$ cat config.mk
export PLATFORM = sky130hd
export DESIGN_NAME = intr_sequencer
export DESIGN_NICKNAME = d
export VERILOG_FILES = /design/src/rtl/intr_sequencer_pkg.sv /design/src/rtl/intr_sequencer.sv
export SDC_FILE = /design/constraint.sdc
export NUM_CORES = 1
export LEC_CHECK = 0
export CAP_MARGIN = 25
export CORE_MARGIN = 5
export CORE_UTILIZATION = 28
export DETAILED_ROUTE_END_ITERATION = 10
export PLACE_DENSITY = 0.63
export SYNTH_ARGS = -nofsm -noshare
export SYNTH_HDL_FRONTEND = slang
export SYNTH_SLANG_ARGS = --single-unit
export TNS_END_PERCENT = 50
$ cat constraint.sdc
create_clock -name clk -period 4.1 [get_ports clk]
set_input_delay 1.23 -clock clk [delete_from_list [all_inputs] [get_ports clk]]
set_output_delay 1.23 -clock clk [all_outputs]
set_load 0.01 [all_outputs]
$ cat src/rtl/intr_sequencer_pkg.sv
// Shared definitions for the interrupt entry / rfi sequencer: exception codes,
// SPR numbers and one-hot state encodings.
package intr_sequencer_pkg;

  localparam int unsigned EXC_CODE_W = 4;
  localparam int unsigned SPR_AW     = 10;
  localparam int unsigned XLEN       = 32;

  // Exception codes as presented by the interrupt encoder; 0 means nothing pending
  localparam int unsigned EXC_NONE  = 0;
  localparam int unsigned EXC_CRIT  = 1;
  localparam int unsigned EXC_MCHK  = 2;
  localparam int unsigned EXC_DSI   = 3;
  localparam int unsigned EXC_ISI   = 4;
  localparam int unsigned EXC_EXT   = 5;
  localparam int unsigned EXC_ALIGN = 6;
  localparam int unsigned EXC_PROG  = 7;
  localparam int unsigned EXC_SC    = 8;
  localparam int unsigned EXC_DEV0  = 9;
  localparam int unsigned EXC_DEV1  = 10;
  localparam int unsigned EXC_DEC   = 11;
  localparam int unsigned EXC_FIT   = 12;
  localparam int unsigned EXC_WDOG  = 13;
  localparam int unsigned EXC_DMISS = 14;

  localparam logic [SPR_AW-1:0] SPRN_SRR0 = 10'd26;
  localparam logic [SPR_AW-1:0] SPRN_SRR1 = 10'd27;
  localparam logic [SPR_AW-1:0] SPRN_DEAR = 10'd61;

  localparam logic [XLEN-1:0] MSR_CLR_MASK_DFLT = 32'h0006_CB30;

  typedef enum logic [7:0] {
    ISEQ_IDLE  = 8'b0000_0001,
    ISEQ_SAV0  = 8'b0000_0010,
    ISEQ_SAV1  = 8'b0000_0100,
    ISEQ_SAVD  = 8'b0000_1000,
    ISEQ_ENTRY = 8'b0001_0000,
    ISEQ_WCLR  = 8'b0010_0000,
    ISEQ_RFI0  = 8'b0100_0000,
    ISEQ_RFI1  = 8'b1000_0000
  } iseq_state_e;

endpackage

$ cat src/rtl/intr_sequencer.sv
// Interrupt entry sequencer: saves SRR0/SRR1/DEAR, masks MSR, redirects fetch and acks;
// also sequences rfi (restore MSR from SRR1, jump to SRR0).
module intr_sequencer
  import intr_sequencer_pkg::*;
#(
  parameter int unsigned     EXC_W        = EXC_CODE_W,
  parameter logic [XLEN-1:0] MSR_CLR_MASK = MSR_CLR_MASK_DFLT
) (
  input  logic              clk,
  input  logic              rst,
  input  logic [EXC_W-1:0]  excepCode,
  input  logic [XLEN-1:0]   intrEntryAddr,
  input  logic [0:31]       pc_excep,
  input  logic [0:31]       pc_next,
  input  logic [0:31]       dear_in,
  input  logic [0:31]       msr_in,
  input  logic              rfi_req,
  input  logic [0:31]       spr_rd,
  output logic [SPR_AW-1:0] spr_addr,
  output logic [0:31]       spr_wd,
  output logic              spr_wr,
  output logic [0:31]       msr_wd,
  output logic              msr_wr,
  output logic              pc_redirect,
  output logic [0:31]       pc_target,
  output logic              flush,
  output logic              busy,
  output logic              ack,
  output logic              rfi_done
);

  iseq_state_e state_q, state_d;

  logic [EXC_W-1:0] code_q;
  logic [0:31]      pc_q, msr_q, dear_q, ret_pc_q;

  logic exc_pending, ret_next, save_dear;

  assign exc_pending = (excepCode != EXC_W'(EXC_NONE));
  // System call and device interrupts resume after the interrupted instruction
  assign ret_next    = (excepCode == EXC_W'(EXC_SC)) || (excepCode == EXC_W'(EXC_DEV0)) ||
                       (excepCode == EXC_W'(EXC_DEV1));
  assign save_dear   = (code_q == EXC_W'(EXC_DSI)) || (code_q == EXC_W'(EXC_DMISS));

  // State register
  always_ff @(posedge clk or negedge rst) begin
    if (!rst) state_q <= ISEQ_IDLE;
    else      state_q <= state_d;
  end

  // Context captured at detection; later code changes are ignored
  always_ff @(posedge clk or negedge rst) begin
    if (!rst) begin
      code_q   <= '0;
      pc_q     <= '0;
      msr_q    <= '0;
      dear_q   <= '0;
      ret_pc_q <= '0;
    end else begin
      if (state_q == ISEQ_IDLE && exc_pending) begin
        code_q <= excepCode;
        pc_q   <= ret_next ? pc_next : pc_excep;
        msr_q  <= msr_in;
        dear_q <= dear_in;
      end
      if (state_q == ISEQ_RFI0) ret_pc_q <= spr_rd;
    end
  end

  // Next-state logic; an exception wins over a simultaneous rfi
  always_comb begin
    state_d = state_q;
    unique case (state_q)
      ISEQ_IDLE: begin
        if (exc_pending)  state_d = ISEQ_SAV0;
        else if (rfi_req) state_d = ISEQ_RFI0;
      end
      ISEQ_SAV0:  state_d = ISEQ_SAV1;
      ISEQ_SAV1:  state_d = save_dear ? ISEQ_SAVD : ISEQ_ENTRY;
      ISEQ_SAVD:  state_d = ISEQ_ENTRY;
      ISEQ_ENTRY: state_d = ISEQ_WCLR;
      ISEQ_WCLR:  state_d = ISEQ_IDLE;
      ISEQ_RFI0:  state_d = ISEQ_RFI1;
      ISEQ_RFI1:  state_d = ISEQ_WCLR;
      default:    state_d = ISEQ_IDLE;
    endcase
  end

  // Output decode
  always_comb begin
    spr_addr    = '0;
    spr_wd      = '0;
    spr_wr      = 1'b0;
    msr_wd      = '0;
    msr_wr      = 1'b0;
    pc_redirect = 1'b0;
    pc_target   = '0;
    flush       = 1'b0;
    ack         = 1'b0;
    rfi_done    = 1'b0;
    busy        = (state_q != ISEQ_IDLE);
    unique case (state_q)
      ISEQ_IDLE: flush = rst && (exc_pending || rfi_req);
      ISEQ_SAV0: begin
        spr_wr   = 1'b1;
        spr_addr = SPRN_SRR0;
        spr_wd   = pc_q;
      end
      ISEQ_SAV1: begin
        spr_wr   = 1'b1;
        spr_addr = SPRN_SRR1;
        spr_wd   = msr_q;
      end
      ISEQ_SAVD: begin
        spr_wr   = 1'b1;
        spr_addr = SPRN_DEAR;
        spr_wd   = dear_q;
      end
      ISEQ_ENTRY: begin
        msr_wr      = 1'b1;
        msr_wd      = msr_q & ~MSR_CLR_MASK;
        pc_redirect = 1'b1;
        pc_target   = intrEntryAddr;
        ack         = 1'b1;
      end
      ISEQ_RFI0: spr_addr = SPRN_SRR0;
      ISEQ_RFI1: begin
        spr_addr    = SPRN_SRR1;
        msr_wr      = 1'b1;
        msr_wd      = spr_rd;
        pc_redirect = 1'b1;
        pc_target   = ret_pc_q;
        rfi_done    = 1'b1;
      end
      default: ;
    endcase
  end

endmodule

==> flow_summary.ini <==
[run_status]
status = complete, no violations

[sta]
min_period_ps = 3997
hold_slack_ps = 474.4
setup_viol = 0
max_freq_mhz = 250.2
finalMaxSlewViolations = 0
fin_skew_ps = 19.26
max_slew.worst_pin.slew_ps = 885.7
worst_slack_ps = 102.7
finalHoldViolCount = 0
maxSlewHeadroom_pct = 40.95
period_share_pct = 97.49

[yosys]
netlist_top_cells_count = nand2_1, dfrtp_1, a22o_1
synth-edff-count = 0
synth_top_area_share_pct = 49.93
yosys.cell_count.top_type = nand2_1
syn_area_um2 = 6967
synthCells = 709
synth_cell_types = 41
synth_area_leaders = dfrtp_1, nand2_1, a22o_1, mux2i_1, mux2_1
synth-seq-cells = 140
synthArstFlopShare_pct = 100.0
avgSynthCellArea_um2 = 9.826
yosys.area.top_type = dfrtp_1
ys_warn_count = 0
yosysSeqAreaShare_pct = 50.31
ys.flop_type = dfrtp_1

[worst_setup_path]
worstSetupPathType = reg -> out
crit_end = pc_target[4]
critPathRequiredTime_ps = 2870
endpoint_kind = output port
rr_worst_depth = 6
crit_arrival_ps = 2770
rr_endpoint = msr_q[19]$_DFFE_PN0P_
crit_start = state_q[1]$_DFFE_PN0P_
cp_max_fo = 34
r2r_start = state_q[0]$_DFFE_PN1P_
r2r_slack_ps = 1620
cp-start-kind = register

[placed_design]
dp_slack_ps = -100.2
io_buffers = 307
hpwl_um = 17690
gp_congestion = 0.8730
place_area_um2 = 10350

[global_routing]
use_met3_pct = 4.526
antenna_found_initial = 2
grt-busiest-layer = met2
grt_use_met1_pct = 22.92
grt_pass1_wl_um = 37910
grt_usage_pct = 17.12
first_global_vias = 6393
gr-total-overflow = 0
use_met2_pct = 27.15
grt_max_degree = 113

[clock_tree]
numCtsBuffers = 17
cts.sinks = 140
cts.clk_slew.worst_paths_ps = 60
clock_path_buffers = 2
cts_tree = yes
hold_buffers = 0
clock-root-buffer = clkbuf_16
htree_num_levels = 4
clock_latency_ps = 420

[power_and_ir_drop]
ir_drop_v = 0.0003915
p_clk_share_pct = 24.3
p_int_mw = 4.043
power.density_nw_per_um2 = 584.5
leakagePower_nw = 4.893
p_seq_share_pct = 37.7
pwr-share-comb_pct = 38.0
p_sw_share_pct = 37.79
p_sw_mw = 2.456

[final_layout]
nFillCells = 2381
drive_gt1_share_pct = 8.268
multi_input_area_um2 = 3166
utilization_pct = 45.58
nets = 1203
seq_area_um2 = 3507
stdcell_area_um2 = 11120
syn_to_final_growth_pct = 59.59

[route]
drc = 0
ant_nets = 0
wl_um = 24920
via_per_inst = 4.729
wire_per_inst_um = 18.57
drtIter0Drc = 471
vias = 6346
drtPass1Iterations = 5

[run]
max_cap_violations = 0

[worst_hold_path]
min_path_type = reg -> reg

[floorplanning]
start_util_pct = 28.56
ios = 312
die_w_um = 167.7
fp.coreArea_um2 = 24390
num_rows = 57
die_h_um = 167.7
die-area_um2 = 28140
-- per-stage QoR --
stage | setup TNS, ps | total power, mW | instances
3_5_place_dp | -100.2 | 4.964 | 1297
5_1_grt | -84.54 | 6.991 | 1342
2_1_floorplan | 0 | 3.823 | 712
6_report | 0 | 6.499 | 1342
3_3_place_gp | -57.99 | 4.904 | 1297
4_1_cts | 0 | 6.592 | 1330
-- final cells by class --
cell class | count | share of cell area, %
sequential | 140 | 31.54
timing repair buffer | 336 | 30.77
multi-input combinational | 504 | 28.47
clock buffer | 18 | 3.860
tap | 324 | 3.646
clock inverter | 13 | 1.497
inverter | 5 | 0.1688
antenna | 2 | 0.04501
-- worst min-delay path by stage --
| stage | start | endpoint | depth (start not counted) |
|---|---|---|---|
| floorplan | code_q[1]$_DFFE_PN0P_ | code_q[1]$_DFFE_PN0P_ | 2 |
| global placement | code_q[1]$_DFFE_PN0P_ | code_q[1]$_DFFE_PN0P_ | 2 |
| detailed placement | code_q[1]$_DFFE_PN0P_ | code_q[1]$_DFFE_PN0P_ | 2 |
| CTS | dear_q[31]$_DFFE_PN0P_ | dear_q[31]$_DFFE_PN0P_ | 2 |
| global route | dear_q[4]$_DFFE_PN0P_ | dear_q[4]$_DFFE_PN0P_ | 2 |
| finish | dear_q[31]$_DFFE_PN0P_ | dear_q[31]$_DFFE_PN0P_ | 2 |
-- power groups by stage --
stage / clock network (mW) / registers (mW) / logic [mW]
final: 1.58 / 2.45 / 2.47
after floorplan: 0 / 2.28 / 1.54
after global routing: 1.68 / 2.54 / 2.77
after global placement: 0 / 2.45 / 2.46
after detailed placement: 0 / 2.47 / 2.49
after CTS: 1.63 / 2.45 / 2.51
-- registers in the layout, summed over array words and instances, names as in the netlist --
signal	cells
pc_q	32
dear_q	32
msr_q	32
state_q	8
ret_pc_q	32
code_q	4
-- cell families after synthesis --
logic type             synth area share [%]
AOI/OAI and AO/OA                     17.92
buffers and inverters                 5.352
DFF                                   50.31
muxes                                 9.770
other                               0.05383
and+or+nand+nor                       16.59
-- placed cells by master (no fill, tap or decap), types with 3 or more instances in the layout --
cell type,n
clkdlybuf4s50_1,300
nand2_1,232
dfrtp_1,137
a22o_1,55
o21ai_1,33
a22oi_1,32
o2bb2ai_1,32
mux2i_1,32
mux2_1,27
buf_4,20
clkbuf_16,19
and2_1,10
nor2_1,9
dlymetal6s2s_1,6
buf_12,6
mux2_2,5
inv_1,4
conb_1,4
nor4_4,3
bufinv_16,3
clkinvlp_4,3
clkinv_4,3
-- what timing repair did --
item	in CTS	in global routing
cloned	2	1
endpoints found under the setup margin	6	71
pin swaps	3	3
resized for setup	4	11
setup buffers	0	9
-- critical path, cell delays in order, from the launching register on --
cell and delay, ps:
dfrtp_1 420, or4_4 600, nor4_4 250, buf_4 160
buf_12 190, a22o_1 150, clkdlybuf4s50_1 570
-- per-layer routing --
layer	vias to the layer above	wire length, µm	share of wire [%]
li1	3072	-	-
met5	-	0	0
met2	260	11460	46
met4	0	567	2.3
met3	26	1704	6.8
met1	2988	11190	45
(Power assumes the default switching activity.)
